[src/rtl/snake_pkg.sv]
// Shared playfield constants and food-spawner state encoding.
// FOOD_SCAN_FALLBACK_EN adds the SCAN state used by the exhaustive fallback search.
package snake_pkg;

    localparam int unsigned GRID_W    = 20;
    localparam int unsigned GRID_H    = 15;
    localparam int unsigned CELLS     = GRID_W * GRID_H;
    localparam int unsigned X_W       = 5;
    localparam int unsigned Y_W       = 4;
    localparam int unsigned IDX_W     = 9;
    localparam int unsigned MAX_TRIES = 64;
    localparam int unsigned TRY_W     = $clog2(MAX_TRIES + 1);

    typedef enum logic [2:0] {
        ST_IDLE,
        ST_SAMPLE,
        ST_DIV,
`ifdef FOOD_SCAN_FALLBACK_EN
        ST_QUERY,
        ST_SCAN
`else
        ST_QUERY
`endif
    } state_t;

endpackage

[src/rtl/food_spawner_if.sv]
// Food spawner bus: random input, spawn request, occupancy query/answer and food result.
interface food_spawner_if;

    logic [snake_pkg::IDX_W-1:0] rand_num;
    logic                        spawn_req;
    logic                        occ_query_valid;
    logic [snake_pkg::X_W-1:0]   occ_x;
    logic [snake_pkg::Y_W-1:0]   occ_y;
    logic                        occ_resp_valid;
    logic                        occ_hit;
    logic [snake_pkg::X_W-1:0]   food_x;
    logic [snake_pkg::Y_W-1:0]   food_y;
    logic                        food_valid;
    logic                        busy;
    logic                        spawn_fail;

    // Spawner side
    modport master (
        input  rand_num, spawn_req, occ_resp_valid, occ_hit,
        output occ_query_valid, occ_x, occ_y, food_x, food_y, food_valid, busy, spawn_fail
    );

    // Game-control / occupancy side
    modport slave (
        output rand_num, spawn_req, occ_resp_valid, occ_hit,
        input  occ_query_valid, occ_x, occ_y, food_x, food_y, food_valid, busy, spawn_fail
    );

endinterface

[src/rtl/food_cell_div.sv]
// Iterative subtract divider: cell index -> (x, y), one row subtracted per step cycle.
module food_cell_div
    import snake_pkg::*;
(
    input  logic             clk,
    input  logic             rst,
    input  logic             start,
    input  logic             step,
    input  logic [IDX_W-1:0] idx,
    output logic             done_c,
    output logic [X_W-1:0]   x_c,
    output logic [Y_W-1:0]   y_c
);

    logic [IDX_W-1:0] rem;
    logic [Y_W-1:0]   row;
    logic             fits_c;

    assign fits_c = rem < IDX_W'(GRID_W);

    always_ff @(posedge clk) begin
        if (rst) begin
            rem <= '0;
            row <= '0;
        end else if (start) begin
            rem <= idx;
            row <= '0;
        end else if (step && !fits_c) begin
            rem <= rem - IDX_W'(GRID_W);
            row <= row + Y_W'(1);
        end
    end

    assign done_c = step && fits_c;
    assign x_c    = X_W'(rem);
    assign y_c    = row;

endmodule

[src/rtl/food_spawner.sv]
// Turns LFSR samples into a free food cell, retrying on out-of-range or occupied cells.
// FOOD_SCAN_FALLBACK_EN: when the try budget runs out, scan every cell row-major before failing.
module food_spawner
    import snake_pkg::*;
(
    input  logic           clk,
    input  logic           rst,
    food_spawner_if.master bus
);

`ifdef FOOD_SCAN_FALLBACK_EN
    localparam state_t ST_EXHAUST = ST_SCAN;
`else
    localparam state_t ST_EXHAUST = ST_IDLE;
`endif

    state_t           state, state_n;
    logic [TRY_W-1:0] tries, tries_n, tries_inc;

    logic             qv_q, qv_n;
    logic [X_W-1:0]   ox_q, ox_n, fx_q, fx_n;
    logic [Y_W-1:0]   oy_q, oy_n, fy_q, fy_n;
    logic             fv_q, fv_n;
    logic             fail_q, fail_n;
    logic             busy_q;

    logic             sample_ok_c, exhaust_c;
    logic             div_start, div_step, div_done_c;
    logic [X_W-1:0]   div_x_c;
    logic [Y_W-1:0]   div_y_c;

    assign sample_ok_c = bus.rand_num < IDX_W'(CELLS);
    assign tries_inc   = tries + TRY_W'(1);
    assign div_start   = (state == ST_SAMPLE) && sample_ok_c;
    assign div_step    = (state == ST_DIV);

    // Budget runs out on the last rejected sample or on a hit after the last accepted one
    assign exhaust_c = ((state == ST_SAMPLE) && !sample_ok_c && (tries_inc == TRY_W'(MAX_TRIES)))
                    || ((state == ST_QUERY) && bus.occ_resp_valid && bus.occ_hit
                        && (tries == TRY_W'(MAX_TRIES)));

`ifdef FOOD_SCAN_FALLBACK_EN
    logic last_cell_c;
    assign last_cell_c = (ox_q == X_W'(GRID_W - 1)) && (oy_q == Y_W'(GRID_H - 1));
`endif

    food_cell_div u_div (
        .clk    (clk),
        .rst    (rst),
        .start  (div_start),
        .step   (div_step),
        .idx    (bus.rand_num),
        .done_c (div_done_c),
        .x_c    (div_x_c),
        .y_c    (div_y_c)
    );

    always_ff @(posedge clk) begin
        if (rst) state <= ST_IDLE;
        else     state <= state_n;
    end

    always_comb begin
        state_n = state;
        case (state)
            ST_IDLE:   if (bus.spawn_req) state_n = ST_SAMPLE;
            ST_SAMPLE: begin
                if (sample_ok_c)    state_n = ST_DIV;
                else if (exhaust_c) state_n = ST_EXHAUST;
            end
            ST_DIV:    if (div_done_c) state_n = ST_QUERY;
            ST_QUERY: begin
                if (bus.occ_resp_valid) begin
                    if (!bus.occ_hit)   state_n = ST_IDLE;
                    else if (exhaust_c) state_n = ST_EXHAUST;
                    else                state_n = ST_SAMPLE;
                end
            end
`ifdef FOOD_SCAN_FALLBACK_EN
            ST_SCAN: begin
                if (bus.occ_resp_valid && (!bus.occ_hit || last_cell_c)) state_n = ST_IDLE;
            end
`endif
            default:   state_n = ST_IDLE;
        endcase
    end

    always_comb begin
        tries_n = tries;
        qv_n    = qv_q;
        ox_n    = ox_q;
        oy_n    = oy_q;
        fx_n    = fx_q;
        fy_n    = fy_q;
        fv_n    = fv_q;
        fail_n  = 1'b0;
        case (state)
            ST_IDLE: begin
                if (bus.spawn_req) begin
                    fv_n    = 1'b0;
                    tries_n = '0;
                end
            end
            ST_SAMPLE: tries_n = tries_inc;
            ST_DIV: begin
                if (div_done_c) begin
                    ox_n = div_x_c;
                    oy_n = div_y_c;
                    qv_n = 1'b1;
                end
            end
            ST_QUERY: begin
                if (bus.occ_resp_valid) begin
                    qv_n = 1'b0;
                    if (!bus.occ_hit) begin
                        fx_n = ox_q;
                        fy_n = oy_q;
                        fv_n = 1'b1;
                    end
                end
            end
`ifdef FOOD_SCAN_FALLBACK_EN
            ST_SCAN: begin
                if (bus.occ_resp_valid) begin
                    if (!bus.occ_hit) begin
                        qv_n = 1'b0;
                        fx_n = ox_q;
                        fy_n = oy_q;
                        fv_n = 1'b1;
                    end else if (last_cell_c) begin
                        qv_n   = 1'b0;
                        fail_n = 1'b1;
                    end else if (ox_q == X_W'(GRID_W - 1)) begin
                        ox_n = '0;
                        oy_n = oy_q + Y_W'(1);
                    end else begin
                        ox_n = ox_q + X_W'(1);
                    end
                end
            end
`endif
            default: ;
        endcase
        if (exhaust_c) begin
`ifdef FOOD_SCAN_FALLBACK_EN
            qv_n = 1'b1;
            ox_n = '0;
            oy_n = '0;
`else
            fail_n = 1'b1;
`endif
        end
    end

    always_ff @(posedge clk) begin
        if (rst) begin
            tries  <= '0;
            qv_q   <= 1'b0;
            ox_q   <= '0;
            oy_q   <= '0;
            fx_q   <= '0;
            fy_q   <= '0;
            fv_q   <= 1'b0;
            fail_q <= 1'b0;
            busy_q <= 1'b0;
        end else begin
            tries  <= tries_n;
            qv_q   <= qv_n;
            ox_q   <= ox_n;
            oy_q   <= oy_n;
            fx_q   <= fx_n;
            fy_q   <= fy_n;
            fv_q   <= fv_n;
            fail_q <= fail_n;
            busy_q <= (state_n != ST_IDLE);
        end
    end

    assign bus.occ_query_valid = qv_q;
    assign bus.occ_x           = ox_q;
    assign bus.occ_y           = oy_q;
    assign bus.food_x          = fx_q;
    assign bus.food_y          = fy_q;
    assign bus.food_valid      = fv_q;
    assign bus.spawn_fail      = fail_q;
    assign bus.busy            = busy_q;

endmodule

[src/flat_wrapper.sv]
// flat-port wrapper written by rule: the top's interface ports become plain ports
module food_spawner_flat import snake_pkg::*;
  (clk, rst, bus_rand_num, bus_spawn_req, bus_occ_resp_valid, bus_occ_hit, bus_occ_query_valid, bus_occ_x, bus_occ_y, bus_food_x, bus_food_y, bus_food_valid, bus_busy, bus_spawn_fail);
  food_spawner_if bus_i ();
  input  logic clk;
  input  logic rst;
  input wire logic [$bits(bus_i.rand_num)-1:0] bus_rand_num;
  input wire logic [$bits(bus_i.spawn_req)-1:0] bus_spawn_req;
  input wire logic [$bits(bus_i.occ_resp_valid)-1:0] bus_occ_resp_valid;
  input wire logic [$bits(bus_i.occ_hit)-1:0] bus_occ_hit;
  output wire logic [$bits(bus_i.occ_query_valid)-1:0] bus_occ_query_valid;
  output wire logic [$bits(bus_i.occ_x)-1:0] bus_occ_x;
  output wire logic [$bits(bus_i.occ_y)-1:0] bus_occ_y;
  output wire logic [$bits(bus_i.food_x)-1:0] bus_food_x;
  output wire logic [$bits(bus_i.food_y)-1:0] bus_food_y;
  output wire logic [$bits(bus_i.food_valid)-1:0] bus_food_valid;
  output wire logic [$bits(bus_i.busy)-1:0] bus_busy;
  output wire logic [$bits(bus_i.spawn_fail)-1:0] bus_spawn_fail;
  assign bus_i.rand_num = bus_rand_num;
  assign bus_i.spawn_req = bus_spawn_req;
  assign bus_i.occ_resp_valid = bus_occ_resp_valid;
  assign bus_i.occ_hit = bus_occ_hit;
  assign bus_occ_query_valid = bus_i.occ_query_valid;
  assign bus_occ_x = bus_i.occ_x;
  assign bus_occ_y = bus_i.occ_y;
  assign bus_food_x = bus_i.food_x;
  assign bus_food_y = bus_i.food_y;
  assign bus_food_valid = bus_i.food_valid;
  assign bus_busy = bus_i.busy;
  assign bus_spawn_fail = bus_i.spawn_fail;
  food_spawner u_core (.clk(clk), .rst(rst), .bus(bus_i));
endmodule
[config.mk]
export PLATFORM = sky130hd
export DESIGN_NAME = food_spawner_flat
export DESIGN_NICKNAME = d
export VERILOG_FILES = /design/src/rtl/snake_pkg.sv /design/src/rtl/food_spawner_if.sv /design/src/rtl/food_cell_div.sv /design/src/rtl/food_spawner.sv /design/src/flat_wrapper.sv
export SDC_FILE = /design/constraint.sdc
export NUM_CORES = 1
export LEC_CHECK = 0
export CORE_MARGIN = 2
export CORE_UTILIZATION = 35
export CTS_CLUSTER_SIZE = 10
export DETAILED_ROUTE_END_ITERATION = 12
export MAX_ROUTING_LAYER = met4
export PLACE_DENSITY = 0.55
export SYNTH_ARGS = -nofsm -noshare
export SYNTH_HDL_FRONTEND = slang
export SYNTH_HIERARCHICAL = 1
export SYNTH_SLANG_ARGS = --single-unit
[constraint.sdc]
create_clock -name clk -period 2 [get_ports clk]
set_clock_uncertainty 0.1 [all_clocks]
set_input_delay 0.2 -clock clk [delete_from_list [all_inputs] [get_ports clk]]
set_output_delay 0.2 -clock clk [all_outputs]
set_load 0.02 [all_outputs]
After elaboration in Yosys (flattened, before gate mapping)
Index checks and enable logic that the tools add are counted.
{"block": "word_totals", "ff_bits": 45, "input_bits": 14, "out_inout_bits": 22, "wordCells": 70}
{"block": "op_classes", "n_addsub": 3, "n_lt_le_gt_ge": 2, "eq_ne": 9, "n_mux": 20, "bitwise_logic": 1, "n_reduce_logical": 23}
{"operator": "2-to-1 mux 3 bit", "count": 6}
{"operator": "2-to-1 mux 9 bit", "count": 2}
{"operator": "equality test 7 bit, second input constant", "count": 2}
{"operator": "one-hot mux 7 bit (2 select lines)", "count": 1}
{"operator": "one-hot mux 3 bit (4 select lines)", "count": 1}
{"operator": "< comparator 9 x 5 -> 1 bit, second input constant", "count": 1}
{"operator": "< comparator 9 bit, second input constant", "count": 1}
{"operator": "subtractor 9 x 5 -> 9 bit, second input constant", "count": 1}
{"operator": "logical AND 1 bit", "count": 8}
{"operator": "nonzero test 2 bit", "count": 4}
{"operator": "adder 7 x 1 -> 7 bit, second input constant", "count": 1}
{"operator": "2-to-1 mux 1 bit", "count": 7}
{"operator": "2-to-1 mux 7 bit", "count": 1}
{"operator": "equality test 3 x 2 -> 1 bit, second input constant", "count": 2}
{"operator": "!= test 2 bit, second input constant", "count": 3}
{"operator": "AND reduction 3 bit", "count": 2}
{"operator": "adder 4 x 1 -> 4 bit, second input constant", "count": 1}
{"operator": "one-hot mux 1 bit (2 select lines)", "count": 2}
{"operator": "AND reduction 2 bit", "count": 2}
{"operator": "AND reduction 4 bit", "count": 1}
{"operator": "equality test 3 x 1 -> 1 bit, second input constant", "count": 1}
{"operator": "zero test 3 bit", "count": 1}
{"operator": "nonzero test 3 bit", "count": 1}
{"operator": "zero test 1 bit", "count": 2}
{"operator": "other kinds (4)", "count": 4}

Depth between registers and ports, before layout
Gate-level depths: netlist of run 1.
{"block": "depth", "depth_word": 10, "mapped_depth": 9, "mapped_depth_nobuf": 7}

Cells and area by module
The synthesis of run 1 kept the hierarchy.
{"module": "food_spawner", "instances": 1, "cells_each": 182, "area_per_inst_um2": 1497.7, "seq_area_each_um2": 640.6}
{"module": "food_cell_div", "instances": 1, "cells_each": 89, "area_per_inst_um2": 725.7, "seq_area_each_um2": 260.2}

Least setup slack after synthesis of run 1
Ideal clock, no wire load.
{"block": "synth_path", "path_type": "reg-to-reg", "from": "reg u_core.state[2]", "to": "reg u_core.oy_q[0], in the netlist u_core/bus.occ_y[0]", "setup_time_ns": 0.070, "arrival_time_ns": 1.618, "t_required_ns": 1.830, "path_slack_ns": 0.212, "path_stages_with_launch": 9, "n_path_buf": 2, "period_less_slack_ns": 1.788, "cell_sequence": "dfxtp_1 > nand2b_1 > nor2_1 > clkbuf_1 > and3_1 > and3_1 > buf_2 > nand2_1 > a21oi_1"}
{"block": "synth_via", "elab_chain_len": 3}
{"item": "from (decl)", "line": "food_spawner.sv:17", "text": "state_t state, state_n;"}
{"item": "from (signal assigned)", "line": "food_spawner.sv:60", "text": "else state <= state_n;"}
{"item": "equality test 3 x 2 -> 1 bit", "line": "food_spawner.sv:35", "text": "assign div_step = (state == ST_DIV);"}
{"item": "named net u_core.div_step", "line": "food_spawner.sv:28", "text": "logic div_start, div_step, div_done_c;"}
{"item": "logical AND 1 bit", "line": "food_cell_div.sv:34", "text": "assign done_c = step && fits_c;"}
{"item": "named net u_core.div_done_c", "line": "food_spawner.sv:28"}
{"item": "AND reduction 2 bit (no line)"}
{"item": "to (signal assigned)", "line": "food_spawner.sv:170", "text": "oy_q <= oy_n;"}
{"item": "to (decl)", "line": "food_spawner.sv:22", "text": "logic [Y_W-1:0] oy_q, oy_n, fy_q, fy_n;"}
The timed path passes the listed nets, and every way through them passes these cells.
A chain may end at the register's enable or synchronous reset.

Final worst setup path of run 1
{"block": "layout_path", "from": "reg u_core.tries[1]", "to": "reg u_core.state[0]"}
{"block": "layout_via", "elab_chain_len": 8, "word_cells_on_any_way": 12, "classes_between": "add/sub (1); eq/ne (2); mux (6); reduce/logical (3)"}
{"item": "from (decl)", "line": "food_spawner.sv:18", "text": "logic [TRY_W-1:0] tries, tries_n, tries_inc;"}
{"item": "from (signal assigned)", "line": "food_spawner.sv:167", "text": "tries <= tries_n;"}
{"item": "adder 7 x 1 -> 7 bit", "line": "food_spawner.sv:33", "text": "assign tries_inc = tries + TRY_W'(1);"}
{"item": "equality test 7 bit", "line": "food_spawner.sv:38", "text": "assign exhaust_c = ((state == ST_SAMPLE) && !sample_ok_c && (tries_inc == TRY_W'(MAX_TRIES)))"}
{"item": "logical AND 1 bit", "line": "food_spawner.sv:38"}
{"item": "logical OR 1 bit *", "line": "food_spawner.sv:39", "text": "|| ((state == ST_QUERY) && bus.occ_resp_valid && bus.occ_hit"}
{"item": "2-to-1 mux 1 bit", "line": "food_spawner.sv:75", "text": "else if (exhaust_c) state_n = ST_EXHAUST;"}
{"item": "2-to-1 mux 3 bit", "line": "food_spawner.sv:74", "text": "if (!bus.occ_hit) state_n = ST_IDLE;"}
{"item": "2-to-1 mux 3 bit", "line": "food_spawner.sv:73", "text": "if (bus.occ_resp_valid) begin"}
{"item": "one-hot mux 3 bit (4 select lines) *", "line": "food_spawner.sv:65", "text": "case (state)"}
Mark *: on every way between the ends. The rest lies on a longest branch, timed or not.

==> flow_summary.ini, run 1 <==
[status]
status = complete, no violations

[detailed_routing]
drtIter0Drc = 151
vias = 2009
drc = 0
viasPerCell = 5.07
first_pass_iters = 4
ant_nets = 0
wire_per_inst_um = 12.9
wirelength_um = 5120

[setup_path]
critPathKind = reg -> reg
cp-start-kind = register
crit_arrival_ns = 1.90
endpoint_kind = register
crit_path_max_fanout = 7
critPathRequiredTime_ns = 2.09

[power_and_ir_drop]
leakage_nw = 1.02
pwr_density_cell_nw_per_um2 = 574
ir_worst_vdd_uv = 320

[sta]
whs_ns = 0.372
period_minus_slack_ns = 1.81
period_share = 0.907
rsz0062_at_grt = false
hold_viol = 0
maxSlewViolCount = 0
finalSetupViolations = 0
max_freq_ghz = 0.552

[global_routing]
grt_pass1_vias = 1882
grt_max_degree = 24
grt_util_all_layers = 0.163
grt_pass1_wl_um = 9110
grt_overflow = 0
antenna_found_initial = 0

[clock_tree]
h-tree-depth = 2
cts_root_buffer = clkbuf_8
cts_max_path_buffers = 2
cts_made_buffers = 5
clkTransAtPathRegs_ns = 0.09
cts_hold_buffers = 0
clkSinkCount = 45
clk-insertion-delay-late_ns = 0.30
cts_tree = yes

[floorplan]
die_x_um = 83.7
io_pins = 36
die_h_um = 83.7
core_area_um2 = 6240
die_area_um2 = 7010
row_count = 29
initial_core_util = 0.356

[yosys]
ys_top_cells_by_count = 45 x dfxtp_1, 42 x nand2_1, 34 x nor2_1, 21 x a21oi_1, 14 x mux2i_1
ys_top_cells_by_area = dfxtp_1 41%, nand2_1 7.1%, mux2i_1 6.3%, nor2_1 5.7%, a21oi_1 4.7%
syn_area_um2 = 2220
async_flop_share = 0
syn_area_per_cell_um2 = 8.20
ys_seq_area_frac = 0.405
synth_fp_nets = 290
synth_cells = 271
yosys_warnings = 6
yosys.area.top_type = dfxtp_1
synthFlopType = dfxtp_1
synth.distinct_cells = 51
synth_most_common_cell = dfxtp_1
ys_ff_latch = 45
synth_edf_count = 0
synth_top_area_frac = 0.405

[worst_hold_path]
worst_hold_path_type = reg -> reg

[placed_design]
hpwl_um = 3920
numPortBuffers = 35
place_congestion = 0.853
dp.cells = 388

[cells_and_area]
syn_to_final_growth_pct = 28.0
nNetsFinal = 337
diodes = 0
drive_gt1_frac = 0.125
fin_cells = 396
final_util = 0.456

[run]
drv_cap = 0
[logic make-up (layout without fill, tap and decap cells)]
family | Yosys count | after routing | share of synthesized area
AOI/OAI and AO/OA | 59 | 59 | 0.171
xor gates and xnor gates | 4 | 4 | 0.0158
adders and majority gates | 5 | 5 | 0.0281
buffers and inverters | 27 | 75 | 0.0613
DFF | 45 | 45 | 0.405
muxes | 14 | 14 | 0.0630
other | 1 | 1 | 0.00169
and+or+nand+nor | 116 | 116 | 0.254
[worst max-delay path, stage by stage, from the launching register on]
cell and delay, ns:
dfxtp_1 0.45, ha_1 0.33, and3_1 0.27, xnor2_1 0.13, nand4bb_1 0.14, o21ai_1 0.19, o21ai_1 0.09
[layout by cell type (no fill, tap or decap), drive strengths merged, types with 3 or more instances in the layout]
cell type / count
a21oi: 21
a311oi: 5
a31oi: 3
and3: 5
buf: 21
clkbuf: 5
clkdlybuf4s50: 35
dfxtp: 45
ha: 5
inv: 13
mux2i: 14
nand2: 42
nand3: 6
nor2: 34
nor2b: 3
nor3: 4
nor3b: 3
nor4: 4
o21ai: 14
or2: 3
xnor2: 3
[flip-flops by register name, summed over array words and instances (netlist names), 3 cells and up]
register / flops
u_core/u_div/rem: 9
u_core/tries: 7
u_core/bus.food_x: 5
u_core/bus.occ_x: 5
u_core/bus.food_y: 4
u_core/bus.occ_y: 4
u_core/u_div/y_c: 4
u_core/state: 3
[path summary, 6_finish.rpt]
check,slack (ns),start,endpoint,cells past startpoint
hold / removal,0.37,u_core/u_div/y_c[3]$_SDFFE_PP0P_,u_core/bus.occ_y[3]$_SDFFE_PP0P_,2
setup reg to reg,0.19,u_core/tries[1]$_SDFFE_PP0P_,u_core/state[0]$_SDFF_PP0_,6
setup / recovery,0.19,u_core/tries[1]$_SDFFE_PP0P_,u_core/state[0]$_SDFF_PP0_,6
hold reg to reg,0.37,u_core/u_div/y_c[3]$_SDFFE_PP0P_,u_core/bus.occ_y[3]$_SDFFE_PP0P_,2
[report_power, final]
group	internal, mW	leakage, nW	total [mW]	switching (mW)
registers	0.903	0.363	0.912	0.00838
clock network	0.255	0.0452	0.588	0.333
logic	0.0684	0.609	0.134	0.0653
[routing by layer]
metal / track usage / routed length [um] / part of all wire
met1: 0.233 / 2630 / 0.51
met2: 0.230 / 2190 / 0.43
met3: 0.0366 / 240 / 0.047
met4: 0.0440 / 61 / 0.012
met5: - / 0 / 0
[final cells by class]
cell class / count / area, um^2
clock buffer: 5 / 68.8
clock inverter: 3 / 25.0
inverter: 11 / 41.3
timing repair buffer: 56 / 520
multi-input combinational: 199 / 1190
fill: 651 / 3400
tap: 77 / 96.3
sequential: 45 / 901
[per-stage QoR]
step	worst slack (ns)	instance area [um^2]	power, mW	setup TNS [ns]
floorplan	0.212	2220	0.996	0
global placement	0.00773	2750	1.07	0
detailed placement	-0.0543	2750	1.07	-0.261
CTS	0.139	2840	1.66	0
global route	0.0209	2850	1.73	0
finish	0.187	2850	1.63	0
[repair_timing]
item | CTS | global route
resized for setup | 0 | 1
buffers inserted | 0 | 0
endpoints found under the setup margin | 0 | 7
(Power assumes the default switching activity.)
==> run 2, diff against run 1 <==
--- a/config.mk
+++ b/config.mk
@@ -5,12 +5,11 @@
 export SDC_FILE = /design/constraint.sdc
 export NUM_CORES = 1
 export LEC_CHECK = 0
-export CORE_MARGIN = 2
 export CORE_UTILIZATION = 35
 export CTS_CLUSTER_SIZE = 10
 export DETAILED_ROUTE_END_ITERATION = 12
 export MAX_ROUTING_LAYER = met4
-export PLACE_DENSITY = 0.55
+export PLACE_DENSITY = 0.57
 export SYNTH_ARGS = -nofsm -noshare
 export SYNTH_HDL_FRONTEND = slang
 export SYNTH_HIERARCHICAL = 1
==> constraint.sdc (replaced) <==
create_clock -name clk -period 1.6 [get_ports clk]
set_clock_uncertainty 0.1 [all_clocks]
set_input_delay 0.16 -clock clk [delete_from_list [all_inputs] [get_ports clk]]
set_output_delay 0.16 -clock clk [all_outputs]
set_load 0.02 [all_outputs]
==> run 2 against run 1 <==
Compared with the run above:
- sequential power grew 25%
- sequential share of layout area fell by 4.8 points
- count of clock-buffer cells in the layout is the same
- largest cell class unchanged
- combinational power rose by 63%
- clock power increased by 54%
- the run now ends with negative setup slack left
==> flow_summary.ini, run 2 (synthesis results as in run 1) <==
[detailed_routing]
viasPerCell = 4.99
vias = 2149
met2_length_um = 2740
drc = 0
wire_per_inst_um = 13.1
wirelength_um = 5660
wl_met3_um = 150
top_layer = met4
drtIter0Drc = 90
first_pass_iters = 4
wl_met1_um = 2730
ant_nets = 0

[sta]
hold_viol = 0
final.setup.worst_slack_ns = -0.0271
max_freq_ghz = 0.615
whs_ns = 0.373
maxSlewViolCount = 0
period_share = 1.02
rsz0062_at_grt = true
setup_tns_ns = -0.0271
period_minus_slack_ns = 1.63
finalSetupViolations = 1

[setup_path]
crit_path_max_fanout = 2
crit_chain = buf_4, or4_4, o21ai_4, nand3_1, a31oi_1
critPathRequiredTime_ns = 1.72
cp-start-kind = register
crit_arrival_ns = 1.75
endpoint_kind = register
critPathKind = reg -> reg
slowest_stage = or4_4
cpPeakStageDelay_ns = 0.56

[cells_and_area]
nNetsFinal = 374
largest_register = u_core/u_div/rem
drive_gt1_frac = 0.340
final_common_cell = buf_4
fin_cells = 431
syn_to_final_growth_pct = 53.0
largest_register_ffs = 9
fin_area_um2 = 3400
final_util = 0.565
diodes = 0
final_cell_mix = 55 x buf_4, 38 x nand2_1, 35 x dfxtp_1
top_regs = u_core/u_div/rem x9, u_core/tries x7

[floorplan]
core_area_um2 = 6030
die_x_um = 81.7
die_area_um2 = 6670
row_count = 28
io_pins = 36
initial_core_util = 0.369
die_h_um = 81.7

[run]
drv_cap = 0

[power_and_ir_drop]
leakage_nw = 1.36
power_mw = 2.26
ir_worst_vdd_uv = 454
pwr_density_cell_nw_per_um2 = 666

[global_routing]
grt_pass1_vias = 2000
grt_max_degree = 31
grt_util_all_layers = 0.184
grt_overflow = 0
antenna_found_initial = 0
grt_pass1_wl_um = 9240

[placed_design]
placed_cell_area_um2 = 3030
hpwl_um = 4050
numPortBuffers = 35
dp.cells = 418
pre_cts_ws_ns = -0.405
place_congestion = 0.900

[clock_tree]
clk-insertion-delay-late_ns = 0.30
h-tree-depth = 2
cts_tree = yes
cts_root_buffer = clkbuf_8
cts_max_path_buffers = 2
cts_hold_buffers = 0
clkSinkCount = 45
cts_made_buffers = 5
clkTransAtPathRegs_ns = 0.10

[status]
failed_checks = negative setup slack
status = finished with violations

[worst_hold_path]
worst_hold_path_type = reg -> reg
run 2: cell types whose count changed in the layout (fill, tap and decap cells not counted), moves of 5 or more:
| cell | delta |
|---|---|
| buf_4 | +35 |
| a21oi_1 | -5 |
| dfxtp_1 | -10 |
| a21oi_2 | +5 |
| dfxtp_2 | +10 |
| dlymetal6s2s_1 | +5 |
| clkdlybuf4s50_1 | -5 |
run 2: repair_timing:
| action | 4_1_cts | 5_1_grt |
|---|---|---|
| pin swaps | 8 | 11 |
| resized for setup | 17 | 38 |
| endpoints found under the setup margin | 25 | 36 |
| hold endpoints to repair | 0 | 0 |
| setup buffers | 3 | 2 |
run 2: worst paths after layout:
path	startpoint	endpoint	slack [ns]	cells past startpoint
setup / recovery	u_core/u_div/rem[8]$_SDFFE_PP0P_	u_core/u_div/rem[3]$_SDFFE_PP0P_	-0.03	5
hold / removal	u_core/u_div/rem[1]$_SDFFE_PP0P_	u_core/bus.occ_x[1]$_SDFFE_PP0P_	0.37	2
setup reg to reg	u_core/u_div/rem[8]$_SDFFE_PP0P_	u_core/u_div/rem[3]$_SDFFE_PP0P_	-0.03	5
hold reg to reg	u_core/u_div/rem[1]$_SDFFE_PP0P_	u_core/bus.occ_x[1]$_SDFFE_PP0P_	0.37	2
run 2: final cells by class:
cell class / instances / area [um^2]
Inverter: 11 / 41.3
Tap cell: 75 / 93.8
Timing Repair Buffer: 93 / 827
Clock buffer: 5 / 68.8
Multi-Input combinational cell: 199 / 1410
Fill cell: 572 / 2620
Sequential cell: 45 / 913
Clock inverter: 3 / 47.5
run 2: critical path, delay by kind of cell, from the launching register on:
kind,cells,cell delay (ns)
AOI/OAI and AO/OA,2,0.32
and+or+nand+nor,2,0.65
buffers and inverters,1,0.13
DFF,1,0.34
run 2: report_power, final:
| part | total, mW | internal (mW) | switching, mW |
|---|---|---|---|
| clock | 0.905 | 0.477 | 0.428 |
| combinational | 0.219 | 0.119 | 0.0998 |
| sequential | 1.14 | 1.13 | 0.0100 |
| total | 2.26 | 1.73 | 0.538 |
run 2: layer usage:
metal / up-vias / global-route usage
met4: 0 / 0.0526
met1: 1012 / 0.243
li1: 1100 / -
met2: 32 / 0.290
met5: - / -
met3: 5 / 0.0300
